**src/rtl/tdc_spi_slave.sv**
```systemverilog
// SPI mode-0 slave (MSB first) with every pin oversampled in the clk domain.
// Optional byte counter output enabled by `define TDC_SPI_SLAVE_BYTECNT_EN.
module tdc_spi_slave #(
   parameter int SYNC_STAGES = 2,
   parameter int DATA_WIDTH  = 8
) (
   input  logic                  clk,
   input  logic                  rst,
   input  logic                  sck,
   input  logic                  mosi,
   input  logic                  cs,
   output logic                  miso,
   output logic                  miso_oe,
   input  logic [DATA_WIDTH-1:0] data_in,
   output logic                  tx_load,
   output logic [DATA_WIDTH-1:0] data_out,
   output logic                  new_data,
   output logic                  busy,
   output logic                  abort
`ifdef TDC_SPI_SLAVE_BYTECNT_EN
   ,
   output logic [7:0]            byte_cnt
`endif
);

   localparam int CW = $clog2(DATA_WIDTH);

   typedef enum logic {
      IDLE  = 1'b0,
      SHIFT = 1'b1
   } state_t;

   logic [SYNC_STAGES-1:0] sck_sync;
   logic [SYNC_STAGES-1:0] mosi_sync;
   logic [SYNC_STAGES-1:0] cs_sync;
   logic [SYNC_STAGES:0]   flush;
   logic                   sck_s;
   logic                   mosi_s;
   logic                   cs_s;
   logic                   sck_prev;
   logic                   cs_prev;
   logic                   armed;
   logic                   sck_rise;
   logic                   sck_fall;
   logic                   cs_rise;
   logic                   cs_fall;
   logic                   mosi_bit;

   assign sck_s  = sck_sync[SYNC_STAGES-1];
   assign mosi_s = mosi_sync[SYNC_STAGES-1];
   assign cs_s   = cs_sync[SYNC_STAGES-1];

   // Edge flags are registered once more, with mosi delayed alongside so the
   // sampled data bit stays aligned with its sck rise.
   // A frame may only start after cs has been seen high through a flushed
   // synchronizer, so a cs still low after a reset never opens a frame.
   always_ff @(posedge clk) begin
      if (rst) begin
         sck_sync  <= '0;
         mosi_sync <= '0;
         cs_sync   <= '1;
         flush     <= '0;
         sck_prev  <= 1'b0;
         cs_prev   <= 1'b1;
         armed     <= 1'b0;
         sck_rise  <= 1'b0;
         sck_fall  <= 1'b0;
         cs_rise   <= 1'b0;
         cs_fall   <= 1'b0;
         mosi_bit  <= 1'b0;
      end else begin
         sck_sync  <= {sck_sync[SYNC_STAGES-2:0], sck};
         mosi_sync <= {mosi_sync[SYNC_STAGES-2:0], mosi};
         cs_sync   <= {cs_sync[SYNC_STAGES-2:0], cs};
         flush     <= {flush[SYNC_STAGES-1:0], 1'b1};
         sck_prev  <= sck_s;
         cs_prev   <= cs_s;
         armed     <= armed | (flush[SYNC_STAGES] & cs_s & cs_prev);
         sck_rise  <= sck_s & ~sck_prev;
         sck_fall  <= ~sck_s & sck_prev;
         cs_rise   <= cs_s & ~cs_prev;
         cs_fall   <= ~cs_s & cs_prev & armed;
         mosi_bit  <= mosi_s;
      end
   end

   state_t                state_q;
   state_t                state_d;
   logic [DATA_WIDTH-1:0] tx_q;
   logic [DATA_WIDTH-1:0] tx_d;
   logic [DATA_WIDTH-1:0] rx_q;
   logic [DATA_WIDTH-1:0] rx_d;
   logic [DATA_WIDTH-1:0] rx_next;
   logic [DATA_WIDTH-1:0] dout_d;
   logic [CW-1:0]         cnt_q;
   logic [CW-1:0]         cnt_d;
   logic                  miso_d;
   logic                  oe_d;
   logic                  nd_d;
   logic                  load_d;
   logic                  abort_d;
`ifdef TDC_SPI_SLAVE_BYTECNT_EN
   logic [7:0]            bc_q;
   logic [7:0]            bc_d;
`endif

   assign rx_next = (rx_q << 1) | DATA_WIDTH'(mosi_bit);
   assign busy    = (state_q == SHIFT);

   always_comb begin
      state_d = state_q;
      tx_d    = tx_q;
      rx_d    = rx_q;
      cnt_d   = cnt_q;
      miso_d  = miso;
      oe_d    = miso_oe;
      dout_d  = data_out;
      nd_d    = 1'b0;
      load_d  = 1'b0;
      abort_d = 1'b0;
`ifdef TDC_SPI_SLAVE_BYTECNT_EN
      bc_d    = bc_q;
`endif
      case (state_q)
         IDLE: begin
            cnt_d  = '0;
            miso_d = 1'b0;
            oe_d   = 1'b0;
            if (cs_fall) begin
               tx_d    = data_in;
               miso_d  = data_in[DATA_WIDTH-1];
               load_d  = 1'b1;
               oe_d    = 1'b1;
               state_d = SHIFT;
`ifdef TDC_SPI_SLAVE_BYTECNT_EN
               bc_d    = 8'd0;
`endif
            end
         end
         SHIFT: begin
            // cs rise wins over any sck edge flagged in the same cycle.
            if (cs_rise) begin
               state_d = IDLE;
               oe_d    = 1'b0;
               miso_d  = 1'b0;
               cnt_d   = '0;
               abort_d = (cnt_q != '0);
            end else if (sck_rise) begin
               rx_d  = rx_next;
               cnt_d = cnt_q + 1'b1;
               if (cnt_q == CW'(DATA_WIDTH - 1)) begin
                  dout_d = rx_next;
                  nd_d   = 1'b1;
`ifdef TDC_SPI_SLAVE_BYTECNT_EN
                  if (bc_q != 8'hFF) begin
                     bc_d = bc_q + 8'd1;
                  end
`endif
               end
            end else if (sck_fall) begin
               if (cnt_q != '0) begin
                  tx_d   = tx_q << 1;
                  miso_d = tx_d[DATA_WIDTH-1];
               end else begin
                  tx_d   = data_in;
                  miso_d = data_in[DATA_WIDTH-1];
                  load_d = 1'b1;
               end
            end
         end
         default: state_d = IDLE;
      endcase
   end

   always_ff @(posedge clk) begin
      if (rst) begin
         state_q  <= IDLE;
         tx_q     <= '0;
         rx_q     <= '0;
         cnt_q    <= '0;
         miso     <= 1'b0;
         miso_oe  <= 1'b0;
         data_out <= '0;
         new_data <= 1'b0;
         tx_load  <= 1'b0;
         abort    <= 1'b0;
`ifdef TDC_SPI_SLAVE_BYTECNT_EN
         bc_q     <= 8'd0;
`endif
      end else begin
         state_q  <= state_d;
         tx_q     <= tx_d;
         rx_q     <= rx_d;
         cnt_q    <= cnt_d;
         miso     <= miso_d;
         miso_oe  <= oe_d;
         data_out <= dout_d;
         new_data <= nd_d;
         tx_load  <= load_d;
         abort    <= abort_d;
`ifdef TDC_SPI_SLAVE_BYTECNT_EN
         bc_q     <= bc_d;
`endif
      end
   end

`ifdef TDC_SPI_SLAVE_BYTECNT_EN
   assign byte_cnt = bc_q;
`endif

endmodule

```
**config.mk**
```make
export PLATFORM = sky130hd
export DESIGN_NAME = tdc_spi_slave
export DESIGN_NICKNAME = d
export VERILOG_FILES = /design/src/rtl/tdc_spi_slave.sv
export SDC_FILE = /design/constraint.sdc
export NUM_CORES = 1
export LEC_CHECK = 0
export ABC_AREA = 1
export BUFFER_PORTS_ARGS = -buffer_cell sky130_fd_sc_hd__buf_2
export CAP_MARGIN = 20
export CORE_MARGIN = 4
export CORE_UTILIZATION = 59
export CTS_CLUSTER_SIZE = 12
export DETAILED_ROUTE_END_ITERATION = 8
export PLACE_DENSITY = 0.91
export RECOVER_POWER = 50
export SETUP_SLACK_MARGIN = 0.2
export SLEW_MARGIN = 40
export SYNTH_ARGS = -nofsm -noshare
export SYNTH_HDL_FRONTEND = slang
export SYNTH_SLANG_ARGS = --single-unit
export TNS_END_PERCENT = 100
```
**constraint.sdc**
```tcl
create_clock -name clk -period 1.97 [get_ports clk]
set_input_delay 0.2955 -clock clk [delete_from_list [all_inputs] [get_ports clk]]
set_output_delay 0.2955 -clock clk [all_outputs]
set_load 0.005 [all_outputs]
```
==> flow_summary.yaml <==
run_status:
  outcome: "complete, no violations"
sta:
  fin_setup_tns_ns: 0
  setup_viol: 0
  max_freq_mhz: 672
  period_share: 0.755
  worst_pin_slew_ns: 0.893
  slew_headroom: 0.405
  fin_crit_ns: 1.49
  rsz0062_at_grt: "no"
  setup_ws_ns: 0.482
  finalHoldViolations: 0
  clock_skew_ns: 0.00570
  drv_slew: 0
routing:
  drc: 0
  viasPerCell: 5.08
  routed_wirelength_um: 3260
  postRouteAntennaNets: 0
  via_count: 1372
  drt-wirelength-per-cell_um: 12.1
  dr.pass1.iters: 5
  drt_iter0_markers: 79
floorplanning:
  start_util: 0.634
  die_height_um: 63.1
  die_w_um: 63.1
  core_area_um2: 2830
  ioPinCount: 27
  fp-row-count: 19
  dieArea_um2: 3990
cells_and_area:
  syn2layout_area_growth_pct: 10.9
  nNetsFinal: 254
  finalInstanceArea_um2: 1990
  antenna_cells: 0
  num-fill-cells: 231
  drive_above_1_share: 0.192
yosys:
  synth_edf_count: 0
  ys_types: 25
  yosysSeqAreaShare: 0.536
  ys_ff_latch: 48
  avgSynthCellArea_um2: 8.58
  yosys_warnings: 0
  yosys_most_used_dff: "dfxtp_1"
  synth_cells: 209
  synth_fp_nets: 225
  netlist_area_um2: 1790
  async_flop_share: 0
cts:
  htreeDepth: 2
  numCtsBuffers: 5
  clk_pin_slew_ns: 0.12
  clkSinkCount: 48
  clkLatencyLatePin_ns: 0.35
  clockBufferDepth: 2
  postCtsSetupRepairBufs: 0
  cts_hold_buffers: 0
  tritoncts: "yes"
  root_buffer: "clkbuf_4"
  cts_resized: 0
global_routing:
  antenna_found_initial: 0
  grt_usage: 0.174
  grt_pass1_vias: 1215
  grt_start_max_net_pins: 25
  grt_first_pass_wirelength_um: 5440
  grt-ovfl-total: 0
hold_path:
  hold_path_end: "cs_sync[0]"
  hp-class: "input pin to flip-flop"
  hold_path_depth: 2
  holdCritStartpoint: "cs"
worst_setup_path:
  crit_path_max_fanout: 10
  critical_path_class: "flip-flop to output port"
  reg2reg_depth: 8
  cp.required_ns: 1.67
  slowest_stage: "dfxtp_1"
  end_kind: "output port"
  crit_chain: "buf_2"
  critPathLaunchType: "flip-flop"
  r2r_end: "data_out[0]"
  max_stage_delay_ns: 0.64
  rrSetupSlack_ns: 0.51
  crit_buf_inv: 1
  cp_data_arrival_time_ns: 1.19
  timing.rr.start: "cnt_q[1]"
  cp_top_family: "flip-flops"
placement:
  gp_congestion: 0.818
  dpl.hpwl_um: 2370
  placed_cell_area_um2: 1940
  port_buffers: 26
  dp_slack_ns: 0.535
power_and_ir_drop:
  p_leak_nw: 0.947
  peakVddDrop_uv: 621
  powerDensity_nw_per_um2: 754
flow_run:
  cap_violations: 0
-- sequential cells by signal, indices dropped and copies added, names as in the netlist, 2 cells and up --
signal	flops
flush	3
rx_q	7
tx_q	7
cnt_q	3
cs_sync	2
data_out	8
mosi_sync	2
sck_sync	2
-- kinds of logic (layout without fill, tap and decap cells) --
kind of cell               after synthesis  in the layout  synth area share
AOI/OAI and AO/OA                       33             33             0.105
adders and majority gates                3              3            0.0209
buffers and inverters                   32             62            0.0725
DFF                                     48             48             0.536
and+or+nand+nor                         93             93             0.266
-- synth_stat cells, types with 2 or more instances --
cell type,instances,area (um2)
o21ai_0,14,70.1
nand2_1,35,131
nand3b_1,6,45.0
nand2_4,2,22.5
nor2_8,2,40.0
nor3_1,2,10.0
nor2_1,23,86.3
inv_2,5,18.8
or2_2,2,12.5
a21oi_1,14,70.1
buf_2,2,10.0
a21oi_2,2,17.5
inv_1,22,82.6
nand2_2,5,31.3
dfxtp_1,48,961
ha_1,3,37.5
nand3_1,14,70.1
-- power by group --
group          switching [W]  internal, W  total (W)
Sequential        0.00000615     0.000985   0.000991
Combinational      0.0000332    0.0000201  0.0000533
Clock               0.000278     0.000177   0.000455
-- cell type report --
type / count / area [um2] / share of cell area
flip-flops and latches: 48 / 961 / 0.483
well taps: 31 / 38.8 / 0.0195
clock buffers: 8 / 58.8 / 0.0296
multi-input cells: 129 / 703 / 0.353
inverters: 27 / 101 / 0.0509
repair buffers: 27 / 126 / 0.0635
-- cells in the final DEF, fill, tap and decap left out, drive strengths merged --
cell / count
dfxtp: 48
nand2: 43
inv: 27
nor2: 25
buf: 20
o21ai: 16
a21oi: 16
clkbuf: 15
nand3: 14
nand3b: 6
ha: 3
or2: 2
nor3: 2
nor3b: 1
a31oi: 1
-- metrics by stage --
step	hold WS, ns	utilization	std cells	total power [W]
floorplan	0.388	-	209	0.00105
global route	0.0978	0.703	270	0.00157
CTS	0.116	0.707	270	0.00151
finish	0.128	0.703	270	0.00150
detailed placement	0.398	0.686	262	0.00107
global placement	0.391	0.686	262	0.00106
-- worst max-delay path by stage --
stage              from     endpoint  slack [ns]  cells past startpoint
2_1_floorplan  cnt_q[1]  data_out[1]        0.76                      7
3_3_place_gp        rst  data_out[5]        0.62                      6
3_5_place_dp   cnt_q[1]  data_out[0]        0.54                      8
4_1_cts            busy         busy        0.46                      1
5_1_grt        cnt_q[1]  data_out[0]        0.37                      8
6_report           busy         busy        0.48                      1
-- routing by layer --
metal  vias up  global-route usage  routed length (um)
met5         -                   0                   0
met4         0              0.0579                  42
met3         5              0.0604                 166
met2        40               0.273                1490
met1       612               0.222                1560
li1        715                   -                   -
Power figures use the tool's default switching activity.
